## src/rtl/freq_ctrl_pkg.sv

```systemverilog
// Purpose: shared mode encoding and tick-counter width for the clock-rate controller.
// Latency: n/a (declarations only).
// Backpressure: n/a.
package freq_ctrl_pkg;

  localparam int TICKS_W = 16;

  typedef enum logic [1:0] {
    ST_RUN  = 2'd0,
    ST_HALT = 2'd1,
    ST_STEP = 2'd2
  } state_t;

endpackage

```

## src/rtl/freq_controller_sync_edge.sv

```systemverilog
// Purpose: two-flop synchroniser plus rising-edge detector for an asynchronous button.
// Latency: o_rise is high for one cycle, two edges after the raw level is first sampled high.
// Backpressure: none; a rise that the consumer does not act on is simply lost.
module sync_edge (
  input  logic i_clk,
  input  logic i_rst,
  input  logic i_d,
  output logic o_rise
);

  logic r_s1;
  logic r_s2;
  logic r_s3;

  // Metastability filter (r_s1, r_s2) followed by the edge-history flop.
  always_ff @(posedge i_clk or posedge i_rst) begin
    if (i_rst) begin
      r_s1 <= 1'b0;
      r_s2 <= 1'b0;
      r_s3 <= 1'b0;
    end else begin
      r_s1 <= i_d;
      r_s2 <= r_s1;
      r_s3 <= r_s2;
    end
  end

  assign o_rise = r_s2 & ~r_s3;

endmodule

```

## src/rtl/freq_controller.sv

```systemverilog
// Purpose: divides the board clock by a runtime-selected power of two, with run/halt/single-step.
// Latency: saida/tick follow the counter flop directly; halt acts on the first sampling edge, step 3 edges after press.
// Backpressure: none; step presses outside HALT are dropped, out-of-range tap loads are ignored.
module freq_controller
  import freq_ctrl_pkg::*;
#(
  parameter  int WIDTH     = 32,
  parameter  int RESET_SEL = 18,
  localparam int SEL_W     = $clog2(WIDTH)
) (
  input  logic               entrada,
  input  logic               reset,
  input  logic               halt,
  input  logic               step,
  input  logic [SEL_W-1:0]   sel,
  input  logic               sel_load,
  output logic               saida,
  output logic               tick,
  output logic [1:0]         state,
  output logic [TICKS_W-1:0] ticks
);

  localparam logic [WIDTH-1:0] ONES    = '1;
  localparam logic [SEL_W-1:0] TOP_SEL = SEL_W'(WIDTH - 1);

  logic [WIDTH-1:0]   r_count;
  logic [WIDTH-1:0]   w_count_nxt;
  logic [WIDTH-1:0]   w_term;
  logic [SEL_W-1:0]   r_sel_q;
  state_t             r_state;
  state_t             w_state_nxt;
  logic               r_saida_d;
  logic [TICKS_W-1:0] r_ticks;
  logic               w_rise;
  logic               w_load;
  logic               w_saida;
  logic               w_tick;

  sync_edge u_step_sync (
    .i_clk  (entrada),
    .i_rst  (reset),
    .i_d    (step),
    .o_rise (w_rise)
  );

  // A tap index is only accepted if it names an existing counter bit.
  assign w_load = sel_load && ({1'b0, sel} < (SEL_W + 1)'(WIDTH));

  // Last count of a single step, 2^(sel_q+1)-1, built by shifting ones down so it never overflows.
  assign w_term = ONES >> (TOP_SEL - r_sel_q);

  // Divided clock comes straight off a counter flop bit.
  assign w_saida = r_count[r_sel_q];
  assign w_tick  = w_saida & ~r_saida_d;

  assign saida = w_saida;
  assign tick  = w_tick;
  assign state = r_state;
  assign ticks = r_ticks;

  // Mode transitions and the counter's next value.
  always_comb begin
    w_state_nxt = r_state;
    w_count_nxt = r_count;
    case (r_state)
      ST_RUN: begin
        if (halt) begin
          w_state_nxt = ST_HALT;
          w_count_nxt = '0;
        end else if (w_load) begin
          w_count_nxt = '0;
        end else begin
          w_count_nxt = r_count + WIDTH'(1);
        end
      end
      ST_HALT: begin
        w_count_nxt = '0;
        if (!halt) begin
          w_state_nxt = ST_RUN;
        end else if (w_rise) begin
          w_state_nxt = ST_STEP;
        end
      end
      ST_STEP: begin
        // A tap reload restarts the step; otherwise run one full period and leave.
        if (w_load) begin
          w_count_nxt = '0;
        end else if (r_count == w_term) begin
          w_count_nxt = '0;
          w_state_nxt = halt ? ST_HALT : ST_RUN;
        end else begin
          w_count_nxt = r_count + WIDTH'(1);
        end
      end
      default: begin
        w_state_nxt = ST_RUN;
        w_count_nxt = '0;
      end
    endcase
  end

  // Mode register.
  always_ff @(posedge entrada or posedge reset) begin
    if (reset) begin
      r_state <= ST_RUN;
    end else begin
      r_state <= w_state_nxt;
    end
  end

  // Divider counter.
  always_ff @(posedge entrada or posedge reset) begin
    if (reset) begin
      r_count <= '0;
    end else begin
      r_count <= w_count_nxt;
    end
  end

  // Tap register, updated only by an in-range load.
  always_ff @(posedge entrada or posedge reset) begin
    if (reset) begin
      r_sel_q <= SEL_W'(RESET_SEL);
    end else if (w_load) begin
      r_sel_q <= sel;
    end
  end

  // Previous divided-clock level and the running count of tick pulses.
  always_ff @(posedge entrada or posedge reset) begin
    if (reset) begin
      r_saida_d <= 1'b0;
      r_ticks   <= '0;
    end else begin
      r_saida_d <= w_saida;
      if (w_tick) begin
        r_ticks <= r_ticks + TICKS_W'(1);
      end
    end
  end

endmodule

```

## config.mk

```make
export PLATFORM = sky130hd
export DESIGN_NAME = freq_controller
export DESIGN_NICKNAME = d
export VERILOG_FILES = /design/src/rtl/freq_ctrl_pkg.sv /design/src/rtl/freq_controller_sync_edge.sv /design/src/rtl/freq_controller.sv
export SDC_FILE = /design/constraint.sdc
export NUM_CORES = 1
export LEC_CHECK = 0
export CORE_MARGIN = 2
export CORE_UTILIZATION = 40
export CTS_CLUSTER_SIZE = 20
export DETAILED_ROUTE_END_ITERATION = 16
export GPL_ROUTABILITY_DRIVEN = 1
export PLACE_DENSITY = 0.69
export SLEW_MARGIN = 40
export SYNTH_ARGS = -nofsm -noshare
export SYNTH_HDL_FRONTEND = slang
export SYNTH_SLANG_ARGS = --single-unit
export TNS_END_PERCENT = 1
```

## constraint.sdc

```tcl
create_clock -name entrada -period 3.2 [get_ports entrada]
set_input_delay 0.64 -clock entrada [delete_from_list [all_inputs] [get_ports entrada]]
set_output_delay 0.64 -clock entrada [all_outputs]
set_load 0.01 [all_outputs]
```

==> results.md <==
- Share of layout cells above drive strength 1: 0.212
- Final Hold Vio Count: 0
- Worst path required time: 2560 ps
- Initial antenna violation count: 0
- Fin area: 0.00473 mm^2
- Post-DP HPWL: 7330 um
- Initial Util: 0.409
- Post-route ant nets: 0
- Pin count of the biggest net entering global routing: 60
- Post-synth ARST share: 1.00
- Mapped Nets: 449
- WHS: 351 ps
- Met3 routed WL: 515 um
- CP max-delay cell: dfstp_4
- Site Rows: 36
- CP Launch Type: flop
- Final RePlAce weighted congestion: 0.927
- Worst R2R Start: r_sel_q[1]$_DFFE_PP1P_
- CTS tree: built
- Worst-path clk slew: 80 ps
- Synth Register Bits: 59
- PortBufs: 29
- Reg2Reg Capture Point: r_count[30]$_DFF_PP0_
- Worst reg-to-reg path cell count: 10
- Pleak: 0.00195 uW
- Root Buffer: clkbuf_8
- Max layer used: met4
- Synth cell types: 65
- Hold-fix buffers, CTS: 0
- Via count: 3,391
- Critical path buffer and inverter count: 2
- Worst Hold Depth: 0
- Residual DRC count: 0
- RSZ-0062 raised after global routing: no
- Count of nets after finishing: 488
- Synthesized area per cell: 9.12 um^2
- Most frequent cells in the layout: dfrtp_1 (56), nor2_1 (36), nand2_1 (34), xor2_1 (34), buf_4 (33)
- H-tree depth: 3
- Post-DR vias/cell: 5.52
- GRT Overall Usage: 0.196
- Clock Sinks: 59
- Post-Synthesis Cells: 437
- Max Freq: 0.320 GHz
- Cell taking the most area after synthesis: dfrtp_1
- Clk_skew: 13.9 ps
- Setup violations, final: 0
- Status: finished clean
- Dominant synthesized flop cell: dfrtp_1
- Slew @ Worst Pin: 458 ps
- First-pass GRT wire length: 17,000 um
- WL final: 10,200 um
- DP Area: 0.00450 mm^2
- Met1 WL: 4850 um
- Power Density: 445 mW/mm^2
- Commonest non-fill, non-tap cell in the layout: dfrtp_1
- Core outline area: 0.00973 mm^2
- Chip height: 104 um
- Longest Clk Path Bufs: 2
- Worst-path cell chain: mux4_2 > mux2_2 > nand2_1 > and4_4 > inv_1 > clkdlybuf4s50_1
- Reg2Reg Setup Slack: 90 ps
- DP Worst Slack: 135 ps
- Clk_lat worst skew: 350 ps
- Crit path kind: reg2out
- Arr. time, crit path: 2490 ps
- CP Capture Type: output port
- Diode count: 0
- Vias in the first global route: 3,281
- CP Max Fanout: 8
- Slew margin rel.: 0.694
- YS warnings: 0
- Mapped Area: 0.00398 mm^2
- Final Cycle Share: 0.978
- Synth top area share: 0.358
- Die area: 0.0108 mm^2
- Die width: 104 um
- Hold Path Class: reg2reg
- Number of synthesized flops with an enable pin: 0
- Register area share after synthesis: 0.371
- Worst Hold End: u_step_sync.r_s2$_DFF_PP0_
- Cts bufs inserted: 9
- CP peak stage delay: 690 ps
- Min setup slack post-route: 70.7 ps
- Pins over their slew limit: 0
- VDD IR max: 359 uV
- # IOs: 30
- Met2 wire length: 4720 um
- Wire per inst: 16.7 um
- DR pass1 iterations: 5
- Post-layout minimum cycle time: 3130 ps
- Setup Total Neg Slack: 0 ps
- GRT Residual Overflow: 0
- Number of DRC markers in iteration 0: 281
- Max Cap Viol: 0
- Hold path startpoint: u_step_sync.r_s1$_DFF_PP0_
- CP delay by family, top: flip-flops
- Ranking of synthesized cells by area: dfrtp_1 (36%), xor2_1 (7.5%), nor2_1 (3.5%)
- Area grow syn2layout: 18.8%
metrics by stage:
step | power, uW | util | cells
2_1_floorplan | 1210 | - | 437
3_3_place_gp | 1410 | 0.462 | 594
3_5_place_dp | 1420 | 0.462 | 594
4_1_cts | 2110 | 0.485 | 613
5_1_grt | 2200 | 0.486 | 614
6_report | 2110 | 0.486 | 614
metal layers:
metal	GRT usage	vias to the layer above
met3	0.0378	15
li1	-	1639
met1	0.272	1632
met2	0.309	105
met4	0.0618	0
met5	0	-
synthesized netlist by cell type (2+ instances only):
master and count:
nor3_1 9, a31oi_1 8, nand2_1 35, nor4_1 7, mux4_2 2, buf_6 6
a21o_1 2, clkbuf_1 17, dfstp_2 2, nor4b_1 2, inv_1 11, a21oi_1 15
mux2_2 8, a2111oi_0 2, xor2_1 34, a211oi_1 4, nand2b_1 2, ha_1 2
mux2i_1 6, nand3_1 18, a41o_1 2, o21ai_0 11, nor2_1 37, xnor2_1 14
and2_1 3, buf_2 10, and3_1 6, nor2_2 20, dfrtp_1 57, o211ai_1 2
nand4_1 14, or3_1 6, and4_1 8, or4_1 3, o22ai_1 2, or2_2 4
o2111ai_1 4, nor3b_1 4, a22oi_1 4, nor2b_1 6, mux4_1 2, buf_4 3
power by group:
| part | internal [uW] | total (uW) | switching (uW) |
|---|---|---|---|
| Combinational | 259 | 524 | 265 |
| Sequential | 803 | 888 | 85.4 |
| Clock | 377 | 693 | 315 |
how the worst max path moves through the flow:
stage                                 from               endpoint  slack, ps  cells after the start
global placement    r_sel_q[1]$_DFFE_PP1P_  r_count[16]$_DFF_PP0_        160                      8
global route        r_sel_q[1]$_DFFE_PP1P_                  saida          4                      8
detailed placement  r_sel_q[1]$_DFFE_PP1P_  r_count[30]$_DFF_PP0_        140                      8
CTS                 r_sel_q[0]$_DFFE_PP0P_                  saida         30                      6
floorplan           r_sel_q[0]$_DFFE_PP0P_                  saida        590                      8
finish              r_sel_q[1]$_DFFE_PP1P_                  saida         70                      6
registers in the layout, indices dropped and copies added, names as in the netlist:
name and cells:
r_count 32, ticks 16, r_sel_q 5, state 2
r_saida_d 1, u_step_sync.r_s1 1, u_step_sync.r_s2 1, u_step_sync.r_s3 1
final cells by class:
type,instances,area (um^2)
Clock buffer,11,141
Tap cell,133,166
Fill cell,953,5000
Clock inverter,5,52.6
Timing Repair Buffer,65,588
Multi-Input combinational cell,330,2260
Inverter,11,41.3
Sequential cell,59,1480
kinds of logic after synthesis:
kind of cell	count (synthesis)	synth area share
simple gates	193	0.268
compound gates	69	0.124
flops	59	0.371
xor+xnor	48	0.106
buf+inv	48	0.0625
mux	18	0.0622
fa+ha+maj	2	0.00628
repair_timing:
| action | CTS | global route |
|---|---|---|
| pin swaps | 0 | 0 |
| resized for setup | 6 | 6 |
| setup buffers | 3 | 1 |
| endpoints found under the setup margin | 2 | 1 |
| endpoints found under the hold margin | 0 | 0 |
Power figures use the tool's default switching activity.
